<file path="config.mk">
export PLATFORM = sky130hd
export DESIGN_NAME = fifo_reader
export DESIGN_NICKNAME = d
export VERILOG_FILES = /design/src/rtl/fifo_reader.sv
export SDC_FILE = /design/constraint.sdc
export NUM_CORES = 1
export LEC_CHECK = 0
export CAP_MARGIN = 20
export CORE_ASPECT_RATIO = 1.2
export CORE_MARGIN = 2
export CORE_UTILIZATION = 53
export CTS_BUF_LIST = sky130_fd_sc_hd__clkbuf_16
export CTS_CLUSTER_SIZE = 12
export DETAILED_ROUTE_END_ITERATION = 8
export GPL_ROUTABILITY_DRIVEN = 0
export PLACE_DENSITY = 0.85
export REMOVE_ABC_BUFFERS = 1
export SLEW_MARGIN = 40
export SYNTH_ARGS = -nofsm -noshare
export SYNTH_HDL_FRONTEND = slang
export SYNTH_SLANG_ARGS = --single-unit
</file>
<file path="constraint.sdc">
create_clock -name clk -period 6.35 [get_ports clk]
set_clock_uncertainty 0.2 [all_clocks]
set_input_delay 1.905 -clock clk [delete_from_list [all_inputs] [get_ports clk]]
set_output_delay 1.905 -clock clk [all_outputs]
set_load 0.005 [all_outputs]
</file>
<file path="src/rtl/fifo_reader.sv">
// Drain-side controller for a synchronous FIFO with 1-cycle registered read data.
// Converts FIFO reads into a valid/ready stream through a 2-entry skid buffer.
module fifo_reader #(
  parameter int FIFO_WIDTH = 16,
  parameter int CNT_WIDTH  = 16
) (
  input  logic                  clk,
  input  logic                  rst_n,
  input  logic                  enable,
  input  logic                  flush,
  output logic                  fifo_rd_en,
  input  logic [FIFO_WIDTH-1:0] fifo_data_out,
  input  logic                  fifo_empty,
  input  logic                  fifo_underflow,
  output logic [FIFO_WIDTH-1:0] m_data,
  output logic                  m_valid,
  input  logic                  m_ready,
  output logic [CNT_WIDTH-1:0]  rd_count,
  output logic                  underflow_err,
  output logic [1:0]            dbg_state
);

  // Stream handshake: a word transfers on every rising edge where m_valid & m_ready;
  // once m_valid is high it stays high with m_data unchanged until that transfer.

  typedef enum logic [1:0] {
    IDLE  = 2'd0,
    RUN   = 2'd1,
    FLUSH = 2'd2
  } state_t;

  state_t                state;
  state_t                state_next;
  logic [FIFO_WIDTH-1:0] skid0;
  logic [FIFO_WIDTH-1:0] skid1;
  logic [1:0]            occ;
  logic                  inflight;
  logic                  push;
  logic                  pop;
  logic                  clear;
  logic [2:0]            used;
  logic [2:0]            limit;

  assign m_valid   = (occ != 2'd0);
  assign m_data    = skid0;
  assign pop       = m_valid & m_ready;
  assign clear     = flush | (state == FLUSH);
  assign push      = inflight & ~fifo_underflow & ~clear;
  assign dbg_state = state;

  // A pop this cycle frees a slot, so a read may be issued against it.
  assign used  = {1'b0, occ} + {2'b00, inflight};
  assign limit = 3'd2 + {2'b00, pop};

  always_comb begin
    state_next = state;
    if (flush) begin
      state_next = FLUSH;
    end else begin
      case (state)
        IDLE:    if (enable) state_next = RUN;
        RUN:     if (!enable) state_next = IDLE;
        FLUSH:   if (fifo_empty && !inflight) state_next = IDLE;
        default: state_next = IDLE;
      endcase
    end
  end

  always_comb begin
    fifo_rd_en = 1'b0;
    case (state)
      RUN:     fifo_rd_en = ~fifo_empty & (used < limit);
      FLUSH:   fifo_rd_en = ~fifo_empty;
      default: fifo_rd_en = 1'b0;
    endcase
  end

  always_ff @(posedge clk) begin
    if (!rst_n) begin
      state         <= IDLE;
      inflight      <= 1'b0;
      occ           <= 2'd0;
      skid0         <= '0;
      skid1         <= '0;
      rd_count      <= '0;
      underflow_err <= 1'b0;
    end else begin
      state    <= state_next;
      inflight <= fifo_rd_en;
      if (fifo_underflow) underflow_err <= 1'b1;
      if (pop) rd_count <= rd_count + CNT_WIDTH'(1);
      if (clear) begin
        occ   <= 2'd0;
        skid0 <= '0;
        skid1 <= '0;
      end else begin
        case ({push, pop})
          2'b10: begin
            if (occ == 2'd0) skid0 <= fifo_data_out;
            else             skid1 <= fifo_data_out;
            occ <= occ + 2'd1;
          end
          2'b01: begin
            skid0 <= skid1;
            occ   <= occ - 2'd1;
          end
          2'b11: begin
            if (occ == 2'd1) begin
              skid0 <= fifo_data_out;
            end else begin
              skid0 <= skid1;
              skid1 <= fifo_data_out;
            end
          end
          default: ;
        endcase
      end
    end
  end

endmodule

</file>
Word-level counts from Yosys, hierarchy flattened
Index checks and enable logic that the tools add are counted.
{"block": "op_classes", "n_addsub": 5, "n_mul": 0, "div": 0, "magnitude_cmp": 1, "n_eq_ne": 15, "shifts": 0, "mux": 13, "n_bitwise": 9, "n_reduce_logical": 14}
{"operator": "$mux 16", "n": 4}
{"operator": "$pmux 16 s3", "n": 1}
{"operator": "$pmux 16 s2", "n": 1}
{"operator": "$add 16x1->16 const B", "n": 1}
{"operator": "$ne 2x2->1 const B", "n": 5}
{"operator": "$reduce_and 3->1", "n": 3}
{"operator": "$mux 2", "n": 4}
{"operator": "$eq 2x1->1 const B", "n": 3}
{"operator": "$eq 2x2->1 const B", "n": 3}
{"operator": "$ne 3x3->1 const B", "n": 2}
{"operator": "$pmux 2 s3", "n": 1}
{"operator": "$reduce_bool 2->1", "n": 3}
{"operator": "$and 1x1->1", "n": 4}
{"operator": "$logic_not 2->1", "n": 2}
{"operator": "$not 1->1", "n": 4}
{"operator": "$pmux 2 s2", "n": 1}
{"operator": "$reduce_or 2->1", "n": 2}
{"operator": "$add 2x1->3", "n": 1}
{"operator": "$add 2x1->3 const A", "n": 1}
{"operator": "$lt 3x3->1", "n": 1}
{"operator": "$ne 3x2->1 const B", "n": 1}
{"operator": "$reduce_bool 3->1", "n": 1}
{"operator": "$add 2x1->2 const B", "n": 1}
{"operator": "$ne 2x1->1 const B", "n": 1}
{"operator": "6 further kinds", "n": 6}
{"block": "word_totals", "regBits": 54, "latchBits": 0, "ram_bits": 0, "romBits": 0, "out_inout_bits": 37, "elab_cells": 65, "n_memories": 0}

Logic depth before layout (Yosys ltp)
{"block": "logic_depth", "ltp_word": 7, "depth_mapped": 11, "ltp_nobuf": 9}

Worst setup path before layout
Ideal clock, no wire load.
{"block": "synth_path", "path_type": "input-to-output", "start": "in m_ready", "end": "out fifo_rd_en", "arrival_time_ns": 2.427, "t_required_ns": 4.245, "path_slack_ns": 1.818, "cell_stages": 4, "path_buffers": 0, "cell_sequence": "nand2b_4 o21ai_0 a31oi_1 nor3b_1"}
{"block": "synth_via", "elab_chain_cells": 5}
{"element": "start: declaration", "line_no": "17", "rtl": "input logic m_ready,"}
{"element": "$and 1x1->1", "line_no": "46", "rtl": "assign pop = m_valid & m_ready;"}
{"element": "$add 2x1->3", "line_no": "53", "rtl": "assign limit = 3'd2 + {2'b00, pop};"}
{"element": "$lt 3x3->1", "line_no": "72", "rtl": "RUN: fifo_rd_en = ~fifo_empty & (used < limit);"}
{"element": "$and 1x1->1", "line_no": "72"}
{"element": "$pmux 1 s2", "line_no": "71", "rtl": "case (state)"}
{"element": "end: declaration", "line_no": "11", "rtl": "output logic fifo_rd_en,"}
Every way passes these cells.

Final worst setup path
Ends and elaborated chain as after synthesis.

==> flow_summary.toml <==
[outcome]
status = "completed"

[clock_tree]
cts_hold_buf = 0
path_clk_slew_ps = 70
cts_setup_buffers = 0
clock_path_buffers = 2
cts_buffers = 5
h-tree-depth = 2
cts_sinks = 54
cts_tree = "done"
worstSkewPairLatency_ps = 290
clockRootBuffer = "clkbuf_16"
cts_resized = 0

[synth]
synth_top_area_share = 0.4431
synth_edf_count = 0
async_reset_ff_frac = 0
synth_area_sq_um = 2440
synthTopCellsByArea = "dfxtp_1 44%, nor2_1 7.8%, mux2i_1 7.0%"
yosysWarnings = 0
ys_seq_area_frac = 0.4431
synthCells = 258
ys.flop_type = "dfxtp_1"
yosysUniqueCellTypes = 46
synth_area_leader_cell = "dfxtp_1"
ys_ff_latch = 54
syn_avg_cell_area_sq_um = 9.457

[critical_path]
required_ps = 4240
worst_ep_arrival_time_ps = 3550
crit_fanout = 4
worstSetupPathType = "in2out"
crit_path_start_kind = "input pin"
worstSetupEndpointType = "output pin"

[detailed_routing]
ant_nets = 0
drc_errors = 0
vias = 2029
wire_per_inst_microns = 13.77
drtPass1Iterations = 4
vias_per_cell = 5.454
drt_iter0_drc = 125
routed_wl_microns = 5123

[place]
dp_slack_ps = 674.3
io_buffers = 59
dp_hpwl_microns = 3487
dpl_cell_area_sq_um = 3038

[timing]
worst_slew_pin_slew_ps = 832.0
slew_violations = 0
min_period_ps = 5652
setup_viol = 0
timing.final.crit_share = 0.8900
hold_viol = 0
relSlewSlack = 0.4454
setup_tns_ps = 0
rsz0062_at_grt = "false"
setup_slack_ps = 698.2
fmax_ghz = 0.1769

[final_layout]
layout_commonest_cell = "clkdlybuf4s50_1"
utilization = 0.7068
syn2layout_area_growth_pct = 30.15
final_area_sq_um = 3176
fillCellCount = 366
layout_common_cells = "59 x clkdlybuf4s50_1, 54 x dfxtp_1, 51 x nor2_1, 20 x nor3_1, 17 x mux2i_1"
diodes = 0
nets = 347
drive_gt1_frac = 0.06051

[job]
max_cap_violations = 0

[floorplanning]
row_count = 27
core_sq_um = 4493
die_area_sq_um = 5164
start_util = 0.5430
chipHeight_microns = 78.33
io_pins = 60
die_w_microns = 65.94

[grt]
grt_pass1_vias = 1922
grt_max_degree = 35
antenna_found_initial = 0
grt-ovfl-total = 0
grt_pass1_wl_microns = 8556
gr-usage-all-layers = 0.2122

[pwr]
ir_drop_v = 0.0001533
finalPower_uw = 636.2
powerDensity_nw_per_um2 = 200.3
power_leakage_uw = 0.001119

[hold_path]
min_path_type = "reg2reg"
-- metrics by stage --
step | hold slack (ps) | std cells
after floorplan | 261.0 | 247
after global placement | 261.0 | 364
after detailed placement | 281.8 | 364
after CTS | 295.0 | 372
after global routing | 323.0 | 372
final | 292.3 | 372
-- synth_stat cells (all sizes together), types with 2 or more instances --
| cell | number |
|---|---|
| a21o | 2 |
| dfxtp | 54 |
| mux2i | 17 |
| ha | 11 |
| nand4 | 5 |
| nor2 | 51 |
| nand2 | 10 |
| a221oi | 16 |
| nand3 | 4 |
| inv | 13 |
| buf | 7 |
| xor2 | 8 |
| o21a | 2 |
| nor4b | 2 |
| nand2b | 4 |
| clkbuf | 4 |
| nor3 | 20 |
| xnor2 | 6 |
| a21oi | 6 |
-- flip-flops by register name, summed over array words and instances, names as in the netlist --
name	cells
occ	2
underflow_err	1
inflight	1
dbg_state	2
m_data	16
rd_count	16
skid1	16
-- final cells by class --
class                      count  area (sq um)  share of cell area
clock buffer                   5         125.1             0.03940
multi-input combinational    180          1242              0.3913
inverter                      13         51.30             0.01615
tap                           58         72.57             0.02285
timing repair buffer          59         590.6              0.1860
clock inverter                 3         12.51            0.003940
sequential                    54          1081              0.3404
-- power breakdown --
group	internal, uW	switching [uW]	total, uW
clock	143	115	258
sequential	340	1.29	342
combinational	20.1	16.7	36.8
-- worst max-delay path, cell delays in order --
cell and delay, ps:
clkdlybuf4s50_1 560, nand2b_4 90, o21ai_0 150, a31oi_1 120, nor3b_1 190, clkdlybuf4s50_1 520
-- routing by layer --
| layer | wire length, microns | GRT usage | up-vias | part of all wire |
|---|---|---|---|---|
| met4 | 68 | 0.08367 | 0 | 0.013 |
| met2 | 2482 | 0.3515 | 57 | 0.48 |
| met3 | 277 | 0.06160 | 5 | 0.054 |
| li1 | - | - | 1013 | - |
| met1 | 2294 | 0.2563 | 954 | 0.45 |
| met5 | 0 | 0 | - | 0 |
-- path summary, 6_finish.rpt --
path / slack, ps / cells after the start / end / startpoint
min: 290 / 2 / m_data[8]$_SDFFE_PP0P_ / m_data[8]$_SDFFE_PP0P_
min reg2reg: 290 / 2 / m_data[8]$_SDFFE_PP0P_ / m_data[8]$_SDFFE_PP0P_
max reg2reg: 3530 / 7 / skid1[15]$_SDFFE_PP0P_ / dbg_state[0]$_SDFFE_PP0P_
max: 700 / 6 / fifo_rd_en / m_ready
-- cell families after synthesis --
family,after synthesis,share of synthesized area
compound gates,33,0.1149
flops,54,0.4431
buf+inv,24,0.04820
mux,17,0.06974
simple gates,105,0.2174
fa+ha+maj,11,0.05641
xor+xnor,14,0.05026
Power figures use the tool's default switching activity.
